File: config.mk
export PLATFORM = sky130hd
export DESIGN_NAME = cnn_layer_scheduler
export DESIGN_NICKNAME = d
export VERILOG_FILES = /design/src/rtl/cnn_layer_scheduler.sv
export SDC_FILE = /design/constraint.sdc
export NUM_CORES = 1
export LEC_CHECK = 0
export ABC_AREA = 1
export CAP_MARGIN = 15
export CORE_MARGIN = 5
export CORE_UTILIZATION = 55
export DETAILED_ROUTE_END_ITERATION = 10
export GPL_TIMING_DRIVEN = 0
export PLACE_DENSITY = 0.8
export SYNTH_ARGS = -nofsm -noshare
export SYNTH_HDL_FRONTEND = slang
export SYNTH_SLANG_ARGS = --single-unit
File: constraint.sdc
create_clock -name clk -period 3.45 [get_ports clk]
set_input_delay 1.035 -clock clk [delete_from_list [all_inputs] [get_ports clk]]
set_output_delay 1.035 -clock clk [all_outputs]
set_load 0.02 [all_outputs]
File: src/rtl/cnn_layer_scheduler.sv
// Command FIFO plus dispatch FSM for the accelerator's layer engines.
// Runs one command at a time: pop, start pulse, wait for done or fault.
module cnn_layer_scheduler #(
  parameter int NUM_ENGINES = 4,
  parameter int CMD_DEPTH   = 8,
  parameter int CFG_WIDTH   = 32,
  parameter int TIMEOUT_W   = 16,
  parameter int ENG_W       = 4
) (
  input  logic                   clk,
  input  logic                   rst,
  input  logic                   cmd_valid,
  output logic                   cmd_ready,
  input  logic [ENG_W-1:0]       cmd_engine,
  input  logic [CFG_WIDTH-1:0]   cmd_cfg,
  input  logic                   cmd_last,
  output logic [NUM_ENGINES-1:0] eng_start,
  output logic [CFG_WIDTH-1:0]   eng_cfg,
  input  logic [NUM_ENGINES-1:0] eng_done,
  input  logic [TIMEOUT_W-1:0]   timeout_limit,
  output logic                   busy,
  output logic                   net_done,
  output logic [7:0]             layer_count,
  output logic                   err,
  output logic [1:0]             err_code,
  input  logic                   err_clr
);

  localparam int AW = $clog2(CMD_DEPTH);

  localparam logic [1:0] E_NONE = 2'b00;
  localparam logic [1:0] E_TMO  = 2'b01;
  localparam logic [1:0] E_INV  = 2'b10;
  localparam logic [1:0] E_SPUR = 2'b11;

  typedef struct packed {
    logic [ENG_W-1:0]     eng;
    logic [CFG_WIDTH-1:0] cfg;
    logic                 last;
  } cmd_t;

  typedef enum logic [1:0] {
    IDLE,
    ISSUE,
    WAIT,
    ERROR
  } state_e;

  state_e state_q, state_d;

  cmd_t mem_q [CMD_DEPTH];
  cmd_t head;
  cmd_t cmd_in;

  logic [AW-1:0] wr_ptr_q, rd_ptr_q;
  logic [AW:0]   cnt_q;
  logic          full, empty;
  logic          push, pop, flush;

  logic [ENG_W-1:0]       cur_eng_q;
  logic [CFG_WIDTH-1:0]   cur_cfg_q;
  logic                   cur_last_q;
  logic [NUM_ENGINES-1:0] sel_oh;
  logic                   head_bad;

  logic [TIMEOUT_W-1:0] wait_cnt_q, wait_cnt_d;
  logic [7:0]           layer_q, layer_d;
  logic [1:0]           code_q, code_d;
  logic                 net_done_q, net_done_d;
  logic                 spur, hit, tmo;

  assign full   = (cnt_q == (AW+1)'(CMD_DEPTH));
  assign empty  = (cnt_q == '0);
  assign push   = cmd_valid && cmd_ready;
  assign head   = mem_q[rd_ptr_q];
  assign cmd_in = '{eng: cmd_engine, cfg: cmd_cfg, last: cmd_last};

  assign head_bad = (32'(head.eng) >= NUM_ENGINES);

  always_comb begin
    sel_oh = '0;
    for (int i = 0; i < NUM_ENGINES; i++) begin
      sel_oh[i] = (cur_eng_q == ENG_W'(i));
    end
  end

  // A done on any bit other than the one being waited for is a fault.
  assign spur = |(eng_done & ~sel_oh);
  assign hit  = |(eng_done & sel_oh);
  assign tmo  = (timeout_limit != '0) &&
                (wait_cnt_q == timeout_limit - TIMEOUT_W'(1));

  always_comb begin
    state_d    = state_q;
    pop        = 1'b0;
    wait_cnt_d = wait_cnt_q;
    layer_d    = layer_q;
    code_d     = code_q;
    net_done_d = 1'b0;
    unique case (state_q)
      IDLE: begin
        if (|eng_done) begin
          state_d = ERROR;
          code_d  = E_SPUR;
        end else if (!empty) begin
          pop = 1'b1;
          if (head_bad) begin
            state_d = ERROR;
            code_d  = E_INV;
          end else begin
            state_d = ISSUE;
          end
        end
      end
      ISSUE: begin
        wait_cnt_d = '0;
        if (|eng_done) begin
          state_d = ERROR;
          code_d  = E_SPUR;
        end else begin
          state_d = WAIT;
        end
      end
      WAIT: begin
        if (spur) begin
          state_d = ERROR;
          code_d  = E_SPUR;
        end else if (hit) begin
          state_d    = IDLE;
          layer_d    = layer_q + 8'd1;
          net_done_d = cur_last_q;
        end else if (tmo) begin
          state_d = ERROR;
          code_d  = E_TMO;
        end else begin
          wait_cnt_d = wait_cnt_q + TIMEOUT_W'(1);
        end
      end
      ERROR: begin
        if (err_clr) begin
          state_d = IDLE;
          code_d  = E_NONE;
          layer_d = '0;
        end
      end
      default: state_d = IDLE;
    endcase
  end

  assign flush = (state_d == ERROR);

  always_ff @(posedge clk or posedge rst) begin
    if (rst) begin
      state_q    <= IDLE;
      wait_cnt_q <= '0;
      layer_q    <= '0;
      code_q     <= E_NONE;
      net_done_q <= 1'b0;
    end else begin
      state_q    <= state_d;
      wait_cnt_q <= wait_cnt_d;
      layer_q    <= layer_d;
      code_q     <= code_d;
      net_done_q <= net_done_d;
    end
  end

  always_ff @(posedge clk or posedge rst) begin
    if (rst) begin
      wr_ptr_q <= '0;
      rd_ptr_q <= '0;
      cnt_q    <= '0;
    end else if (flush) begin
      wr_ptr_q <= '0;
      rd_ptr_q <= '0;
      cnt_q    <= '0;
    end else begin
      if (push) wr_ptr_q <= wr_ptr_q + AW'(1);
      if (pop)  rd_ptr_q <= rd_ptr_q + AW'(1);
      unique case ({push, pop})
        2'b10:   cnt_q <= cnt_q + (AW+1)'(1);
        2'b01:   cnt_q <= cnt_q - (AW+1)'(1);
        default: cnt_q <= cnt_q;
      endcase
    end
  end

  always_ff @(posedge clk) begin
    if (push) mem_q[wr_ptr_q] <= cmd_in;
  end

  always_ff @(posedge clk or posedge rst) begin
    if (rst) begin
      cur_eng_q  <= '0;
      cur_cfg_q  <= '0;
      cur_last_q <= 1'b0;
    end else if (pop) begin
      cur_eng_q  <= head.eng;
      cur_cfg_q  <= head.cfg;
      cur_last_q <= head.last;
    end
  end

  assign cmd_ready   = !rst && !full && (state_q != ERROR);
  assign eng_start   = (state_q == ISSUE) ? sel_oh : '0;
  assign eng_cfg     = cur_cfg_q;
  assign busy        = (state_q == ISSUE) || (state_q == WAIT) || !empty;
  assign net_done    = net_done_q;
  assign layer_count = layer_q;
  assign err         = (state_q == ERROR);
  assign err_code    = code_q;

endmodule

==> metrics.txt, run 1 <==
Setup Slack @ Placement=-0.3678 ns; Die ar.=32540 um^2; Lkg Pwr=6.751 nW; Worst-path clk slew=0.06 ns; final hold viol count=0; initial core utilization=55.64%; Port Buffers=110; Syn Area/Cell=11.99 um^2; via count=11.26k; top_reg_cell synth=edfxtp_1; DR iter-0 viols=1328; fmax=305.1 MHz; post-synth cell types=46; hold path startpoint=eng_cfg[7]; gr ovfl total=0; Final Instance Area=19080 um^2; required time at the endpoint of the critical path=2.41 ns; I/O Pins=111; Hold Path Depth=2; critical path launch point type=register; total CTS buffers=37; Slew headroom=43.41%; fin crit share=95.00%; Final GP Congestion=0.8827; synthesized flop and latch total=372; Max rail drop VDD=0.5016 mV; Antenna Violating Nets Remaining=0; synthesis-to-finish area growth=19.50%; Clk pwr share=33.2%; Routed wire per std cell=20.66 um; initial antenna violation count=2; min Tclk post-route=3.278 ns; crit path DAT=2.24 ns; Reg area=10790 um^2; Max Cap Violations=0; Post-synth EDFFs=296; setup violators final=0; power density over the cells=642.2 nW/um^2; HPWL Detailed=25.07 mm; Rows=62; simple-gate share of the synthesized area=13.95%; area of the multi-input gates=4696 um^2; vias in the first global route=11.24k; Min-Delay Endpoint=eng_cfg[7]; Clock Tree Root=clkbuf_16; run status=complete, no violations; drc violations=0; Max Slew Vio Count=0; CP Class=reg -> out; layout cells sized above 1=9.204%; RR Startpoint=state_q[1]; Core Region=28700 um^2; main area contributors after synthesis=edfxtp_1 56%, dfrtp_1 12%, nand2_1 4.9%; Adder-Cell Fraction of Synth Area=1.066%; Int Pwr=8.694 mW; final-layout fill cell count=2031; Comb pwr share=21.7%; gr usage total=23.73%; placed cell area=17810 um^2; Die H=180.4 um; # clock sinks=372; net load switching power=3.561 mW; DRT Pass-1 Iters=7; first-pass GRT wire length=61.15 mm; Syn Inst Count=1332; worst-case clock buffer depth=3; Synth Area in Compound Gates=8.603%; chip width=180.4 um; worst-path fanout max=6; largest net degree at the start of global routing=48; Ys Warns=0; count of hold buffers inserted by post-cts repair=0; Crit. End Element=output port; Mapped Area=15970 um^2; RSZ-0062 raised after global routing=no; largest family of logic cells by synthesized area=simple AND/OR/NAND/NOR gates; TritonCTS clock tree=yes; Reg power frac=45.1%; ys async rst share=20.43%; setup TNS=0 ns; worst clock skew=0.02281 ns; final wirelength=39.35 mm; clk_lat worst skew=0.54 ns; Reg2Reg Capture Point=mem_q[3][27]; sequential cell area fraction in the yosys report=67.57%; depth of the most critical reg-to-reg path=7; Sw Share=29.06%; Synth top area share=55.66%; R2R setup slack=0.46 ns; Mapped Nets=1406; actual slew at the worst max-slew pin=0.8468 ns; # nets final=1567; Overall Power=12.26 mW; min-delay worst type=reg -> reg; xor and xnor area share after synthesis=1.261%; mux cell area share after synthesis=4.137%; # diodes=0; # H-tree levels=2; fin worst setup slack=0.1724 ns; cell accounting for the most synthesized area=edfxtp_1; vias per inst=5.910
[Yosys cell counts, types with 2 or more instances]
library cell,instances
nor4_1,2
nor2_2,10
inv_1,66
buf_6,2
nand2_2,5
o221ai_1,58
nor3_1,11
inv_2,3
nor3b_1,3
ha_1,12
nor2_4,4
xnor2_1,7
nand2_1,207
xor2_1,16
clkbuf_1,44
a21oi_2,4
nand3_2,3
nand2_4,3
edfxtp_1,296
o22ai_1,10
o211ai_1,3
mux2i_1,66
a21oi_1,10
buf_1,5
nor3_2,2
dfrtp_1,76
o21ai_0,102
nand4_1,11
nand3b_1,7
or2_2,8
o21ai_1,18
buf_2,11
o32ai_1,7
nand3_1,64
nor2_1,165
[stage by stage]
step           hold WS (ns)  utilization (%)  instances
4_1_cts              0.4852            66.39       1902
5_1_grt              0.5093            66.49       1905
6_report             0.4805            66.49       1905
3_3_place_gp         0.4644            61.22       1826
2_1_floorplan        0.4747                -       1332
3_5_place_dp         0.4655            62.04       1835
[sequential cells by signal (all words and copies together) (netlist names), 3 cells and up]
name / flops
mem_q: 296
eng_cfg: 32
wait_cnt_q: 16
layer_count: 8
cnt_q: 4
cur_eng_q: 4
rd_ptr_q: 3
wr_ptr_q: 3
[cell type report]
class | count | share of cell area [%]
flip-flops and latches | 372 | 56.54
multi-input cells | 825 | 24.61
repair buffers | 122 | 6.904
clock buffers | 48 | 5.226
well taps | 384 | 2.518
inverters | 71 | 1.456
plain buffers | 64 | 1.436
clock inverters | 19 | 1.311
[critical path, stage by stage, from the launching register on]
cell and delay, ns:
dfrtp_1 0.44, inv_1 0.12, ha_1 0.30, or2_2 0.31, clkdlybuf4s50_1 0.54
[power groups by stage]
| stage | clock, mW | sequential (mW) | combinational, mW |
|---|---|---|---|
| final | 4.07 | 5.53 | 2.66 |
| after floorplan | 0 | 5.83 | 1.33 |
| after global routing | 4.31 | 5.57 | 2.89 |
| after detailed placement | 0 | 5.61 | 2.65 |
| after CTS | 4.11 | 5.53 | 2.67 |
| after global placement | 0 | 5.60 | 2.54 |
[worst max path at each step]
stage | from | to | slack [ns]
6_report | state_q[1] | busy | 0.17
5_1_grt | eng_done[0] | cnt_q[3] | 0.007
4_1_cts | state_q[1] | busy | 0.17
3_5_place_dp | eng_done[1] | cnt_q[3] | -0.37
3_3_place_gp | rst | mem_q[0][26] | -1.21
2_1_floorplan | rst | mem_q[1][0] | -0.15
[kinds of logic after synthesis]
family                   count (synthesis)
buffers and inverters                  135
AO/OA/AOI/OAI                          216
flip-flops                             372
AND/OR/NAND/NOR                        507
multiplexers                            66
adder cells (fa/ha/maj)                 13
XOR/XNOR                                23
[routing by layer]
| layer | vias to the layer above | part of all wire [%] | track usage, % |
|---|---|---|---|
| met2 | 619 | 49 | 40.19 |
| met1 | 5426 | 39 | 31.33 |
| met5 | - | 0.061 | 0 |
| li1 | 5115 | - | - |
| met4 | 4 | 2.3 | 7.108 |
| met3 | 94 | 9.5 | 4.865 |
[what timing repair did]
action                                  in CTS  in global routing
buffers inserted                             0                  3
endpoints found under the setup margin       1                  1
pin swaps                                    0                  0
gates resized for setup                      1                  2
[layout by cell type (no fill, tap or decap), types with 8 or more instances in the layout]
| cell type | instances |
|---|---|
| a21oi_1 | 10 |
| buf_2 | 11 |
| clkbuf_1 | 52 |
| clkbuf_16 | 37 |
| clkdlybuf4s50_1 | 109 |
| clkinv_2 | 8 |
| dfrtp_1 | 76 |
| edfxtp_1 | 296 |
| ha_1 | 12 |
| inv_1 | 65 |
| mux2i_1 | 66 |
| nand2_1 | 206 |
| nand3_1 | 64 |
| nand4_1 | 11 |
| nor2_1 | 157 |
| nor2_2 | 10 |
| nor2_4 | 12 |
| nor3_1 | 11 |
| o21ai_0 | 102 |
| o21ai_1 | 18 |
| o221ai_1 | 58 |
| o22ai_1 | 10 |
| or2_2 | 8 |
| xor2_1 | 16 |
No activity file was read; power rests on OpenSTA's default activity.
==> inputs of run 2 (changes only) <==
- CTS_BUF_LIST: unset -> sky130_fd_sc_hd__clkbuf_4
- DONT_BUFFER_PORTS: unset -> 1
- PLACE_DENSITY: 0.8 -> 0.75
==> run 2 against run 1 <==
Compared with the run above: combinational power shrank 33%; maximum frequency barely moved; core utilization is 3.8 points lower; clock power shrank 10%; total power is 8.0% lower; cell area fell by 5.7%; via count down 2.4%; critical path depth rose by 3; sequential power up 5.4%; first-iteration DRC count is 8.2% lower; largest power group unchanged.
==> metrics.txt, run 2 (same netlist as run 1, synthesis figures left out) <==
# clock sinks=372 (unchanged); initial core utilization=55.64% (unchanged); required time at the endpoint of the critical path=3.82 ns (+1.41 ns); post-route insts no fill=1897 (-0.42%); vias in the first global route=11.21k (-0.33%); clk_lat worst skew=0.71 ns (+0.17 ns); gr usage total=23.32% (-0.42 points); RSZ-0062 raised after global routing=no; Routed wire per std cell=20.29 um (-1.8%); Biggest register=mem_q; gr ovfl total=0 (unchanged); TritonCTS clock tree=yes; Final Instance Area=17990 um^2 (-5.7%); Worst path max stage delay=0.62 ns (+0.08 ns); crit path DAT=3.65 ns (+1.41 ns); initial antenna violation count=1 (-1); I/O Pins=111 (unchanged); Lkg Pwr=6.456 nW (-4.4%); Critical Path, Cell by Cell=ha_1 > a311oi_2 > nand2_1 > inv_1 > nand2_1 > nor2_4 > buf_12; post-placement cell count=1725 (-6.0%); Max Slew Vio Count=0 (unchanged); CP Class=reg -> reg; DR iter-0 viols=1219 (-8.2%); Die H=180.4 um (unchanged); R2R setup slack=0.17 ns (-0.29 ns); min Tclk post-route=3.279 ns (+0.001036 ns); power density over the cells=627.1 nW/um^2 (-2.4%); first-pass GRT wire length=60.33 mm (-1.3%); most frequent CP cell=nand2_1; Overall Power=11.28 mW (-8.0%); Final GP Congestion=0.8776 (-0.58%); total CTS buffers=91 (+150%); Max rail drop VDD=0.4513 mV (-10%); Antenna Violating Nets Remaining=0 (unchanged); Port Buffers=0 (-100%); critical path launch point type=register; largest net degree at the start of global routing=49 (+2.1%); fin crit share=95.03% (about the same); Die ar.=32540 um^2 (unchanged); # H-tree levels=3 (+1); run status=complete, no violations; via count=10.99k (-2.4%); setup violators final=0 (unchanged); # nets final=1514 (-3.4%); HPWL Detailed=24.64 mm (-1.7%); Core Region=28700 um^2 (unchanged); commonest non-fill, non-tap cell in the layout=edfxtp_1; drc violations=0 (unchanged); Setup Slack @ Placement=-0.3694 ns (-0.001588 ns); final-layout fill cell count=2182 (+7.4%); synthesis-to-finish area growth=12.64%; fmax=305.0 MHz (about the same); min-delay worst type=in -> async; Max Cap Violations=0 (unchanged); CP max-delay cell=nor2_4; Crit. End Element=register; Rows=62 (unchanged); fin worst setup slack=0.1713 ns (-0.001036 ns); vias per inst=5.792 (-2.0%); Slew headroom=49.51% (+6.1 points); worst-path fanout max=21 (+15); DRT Pass-1 Iters=6 (-1); max FFs per register=296 (unchanged); Worst-path clk slew=0.07 ns (about the same); final wirelength=38.49 mm (-2.2%); layout cells sized above 1=15.01% (+5.8 points); worst clock skew=0.04462 ns (+0.02180 ns); actual slew at the worst max-slew pin=0.7573 ns (-0.08948 ns); final hold viol count=0 (unchanged); worst-case clock buffer depth=3 (unchanged); Clock Tree Root=clkbuf_4; most frequent cells in the layout=296 x edfxtp_1, 207 x nand2_1, 157 x nor2_1; placed cell area=16700 um^2 (-6.2%); chip width=180.4 um (unchanged)
[run 2: metrics by stage]
stage          TNS, ns  util [%]  hold WS [ns]
2_1_floorplan   -42.40         -        0.4747
3_3_place_gp   -425.66     57.38        0.4961
3_5_place_dp    -60.59     58.18        0.5223
4_1_cts              0     62.37        0.1645
5_1_grt              0     62.67        0.1898
6_report             0     62.67        0.2113
[run 2: final timing paths]
path                            depth (start not counted)        start      endpoint
worst max-delay path                                    7   state_q[1]  mem_q[2][30]
worst min-delay path                                    1          rst   eng_cfg[16]
worst max register to register                          7   state_q[1]  mem_q[2][30]
worst min register to register                          2   cur_last_q      net_done
max in group asynchronous                               2          rst   eng_cfg[29]
min in group clk                                        0  cmd_cfg[17]  mem_q[5][18]
[run 2: power breakdown]
| part | total, mW | internal [mW] | switching [mW] |
|---|---|---|---|
| Combinational | 1.79 | 0.593 | 1.20 |
| Sequential | 5.83 | 5.28 | 0.551 |
| Clock | 3.66 | 1.95 | 1.71 |
| Total | 11.3 | 7.82 | 3.46 |
[run 2: area by class of cell]
cell class	instances	area (um^2)	area share, %
inverter	71	274.0	1.523
sequential	372	10790	59.99
clock inverter	30	182.7	1.016
tap	384	480.5	2.671
timing repair buffer	15	270.3	1.502
multi-input combinational	825	4700	26.13
buffer	64	274.0	1.523
antenna	1	2.502	0.01391
clock buffer	135	1013	5.634
[run 2: metal layers]
| layer | GRT usage (%) | up-vias | part of all wire, % |
|---|---|---|---|
| li1 | - | 5065 | - |
| met1 | 29.50 | 5314 | 39 |
| met2 | 39.33 | 521 | 49 |
| met3 | 6.096 | 88 | 9.5 |
| met4 | 8.106 | 0 | 2.4 |
| met5 | 0 | - | 0 |
[run 2: repair_timing]
action | in CTS | in global routing
pin swaps | 0 | 4
hold buffers | 0 | 0
buffers inserted | 0 | 6
gates resized for setup | 1 | 0
endpoints found under the setup margin | 157 | 52
[run 2: critical path, delay by kind of cell, from the launching register on]
kind,cells,cell delay [ns]
simple gates,3,1.15
buf+inv,2,0.45
fa+ha+maj,1,0.34
compound gates,1,0.57
flops,1,0.45
==> inputs of run 3 (changes only) <==
- CORE_UTILIZATION: 55 -> 45
- PLACE_DENSITY: 0.75 -> 0.65
- clock period: 3.45 -> 4.06 ns (I/O delays scaled with it)
==> run 3 against run 2 <==
Compared with the run above: register-to-register slack improved by 0.22 ns; global-route usage down 3.2 points; clock power shrank 11%; critical path depth is the same; hold slack better by 0.054 ns; flip-flop and latch count did not move; combinational power shrank 17%; maximum frequency fell by 11%; core utilization is 11 points lower; largest cell class unchanged; highest routed layer unchanged.
==> metrics.txt, run 3 (same netlist as run 1, synthesis figures left out) <==
grt met1 use=26.89% (-2.6 points); setup violators final=0 (unchanged); # H-tree levels=3 (unchanged); via count=10.86k (-1.2%); vias in the first global route=10.88k (-2.9%); TritonCTS clock tree=yes; M3 GR Usage=5.488% (-0.61 points); required time at the endpoint of the critical path=4.46 ns (+0.64 ns); Die ar.=39350 um^2 (+21%); R2R setup slack=0.39 ns (+0.22 ns); CP Class=reg -> reg; power density over the cells=536.3 nW/um^2 (-14%); placed cell area=16810 um^2 (+0.67%); post_cts resized=0 (-1); most frequent CP cell=nand2_1; final hold viol count=0 (unchanged); met2 usage=32.25% (-7.1 points); Rows=69 (+11%); max FFs per register=296 (unchanged); min-delay worst type=in -> async; Lkg Pwr=6.483 nW (+0.42%); Die H=198.4 um (+10%); Overall Power=9.705 mW (-14%); Max rail drop VDD=0.3660 mV (-19%); Biggest register=mem_q; crit path DAT=4.08 ns (+0.43 ns); clk_lat worst skew=0.78 ns (+0.07 ns); gr usage total=20.12% (-3.2 points); fin worst setup slack=0.3870 ns (+0.2157 ns); worst-case clock buffer depth=3 (unchanged); CP max-delay cell=a311oi_1; first-pass GRT wire length=60.69 mm (+0.60%); most frequent cells in the layout=296 x edfxtp_1, 207 x nand2_1, 157 x nor2_1; Final Instance Area=18100 um^2 (+0.60%); RSZ-0062 raised after global routing=no; DR iter-0 viols=764 (-37%); # nets final=1512 (-0.13%); Core Region=35310 um^2 (+23%); Max Cap Violations=0 (unchanged); Clock Tree Root=clkbuf_4; final-layout fill cell count=3070 (+41%); worst path bufs/invs=2 (unchanged); Most Crowded Layer GR=met2; fmax=272.3 MHz (-11%); Max Slew Vio Count=0 (unchanged); drc violations=0 (unchanged); worst-path fanout max=20 (-4.8%); worst clock skew=0.07079 ns (+0.02617 ns); Routed wire per std cell=19.98 um (-1.5%); DRT Pass-1 Iters=5 (-1); RR Startpoint=state_q[1]; post-route insts no fill=1981 (+4.4%); final wirelength=39.59 mm (+2.8%); actual slew at the worst max-slew pin=0.9337 ns (+0.1764 ns); Crit. End Element=register; critical path launch point type=register; Setup Slack @ Placement=0.004232 ns (+0.3736 ns); HPWL Detailed=25.05 mm (+1.7%); Reg2Reg Capture Point=mem_q[4][28]; min Tclk post-route=3.673 ns (+0.3943 ns); Worst path max stage delay=0.80 ns (+0.18 ns); initial antenna violation count=1 (unchanged); chip width=198.4 um (+10%); total CTS buffers=95 (+4.4%); run status=complete, no violations; commonest non-fill, non-tap cell in the layout=edfxtp_1; Setup crit start=state_q[1]; Final GP Congestion=0.9100 (+3.7%); depth of the most critical reg-to-reg path=7 (unchanged); vias per inst=5.480 (-5.4%); count of hold buffers inserted by post-cts repair=0 (unchanged); Port Buffers=0 (unchanged); Antenna Violating Nets Remaining=0 (unchanged); Worst-path clk slew=0.07 ns (about the same); layout cells sized above 1=15.67% (+0.65 points); synthesis-to-finish area growth=13.32%; setup bufs post-CTS=0 (unchanged); gr ovfl total=0 (unchanged); setup TNS=0 ns (unchanged); initial core utilization=45.23% (-10 points); I/O Pins=111 (unchanged); Critical Path, Cell by Cell=ha_1 > a311oi_1 > nand2_1 > inv_1 > nand2_1 > nor2_4 > buf_16; fin crit share=90.47% (-4.6 points); # clock sinks=372 (unchanged); Slew headroom=37.33% (-12 points); largest net degree at the start of global routing=61 (+24%); post-placement cell count=1802 (+4.5%); crit-path leading delay family=simple AND/OR/NAND/NOR gates
==> run 3: changes by cell type in the layout (fill, tap and decap cells not counted), sizes merged <==
cell and delta:
bufinv -1, inv +3, clkinv -6, buf -6
clkbuf +16, clkinvlp +1
==> run 3: area by class of cell <==
type                       count  area [um^2]  share of cell area (%)
buffer                        64        274.0                   1.514
tap                          461        576.8                   3.187
sequential                   372        10790                   59.63
inverter                      71        274.0                   1.514
antenna                        1        2.502                 0.01383
timing repair buffer           9        202.7                   1.120
clock inverter                27        148.9                  0.8228
multi-input combinational    825         4693                   25.94
clock buffer                 151         1134                   6.264
==> run 3: power by group <==
group	total (mW)	switching (mW)	internal, mW
combinational	1.49	1.00	0.488
sequential	4.95	0.467	4.49
clock	3.26	1.50	1.76
==> run 3: per-layer routing <==
layer  vias to the layer above  share of wire, %
met1                      5325                42
met3                        69               8.3
met5                         -                 0
li1                       5072                 -
met2                       390                48
met4                         0               2.2
==> run 3: metrics by stage <==
| stage | hold slack [ns] | util, % |
|---|---|---|
| final | 0.2652 | 51.25 |
| after floorplan | 0.4747 | - |
| after detailed placement | 0.5008 | 47.61 |
| after global routing | 0.2124 | 51.25 |
| after global placement | 0.4945 | 46.87 |
| after CTS | 0.2002 | 51.24 |
==> run 3: worst max-delay path by stage <==
stage / cells after the start / endpoint / slack (ns)
floorplan: 5 / mem_q[1][0] / -0.29
global placement: 5 / mem_q[5][29] / -2.18
detailed placement: 6 / mem_q[4][14] / 0.004
CTS: 7 / mem_q[4][28] / 0.36
global route: 7 / mem_q[4][28] / 0.22
finish: 7 / mem_q[4][28] / 0.39
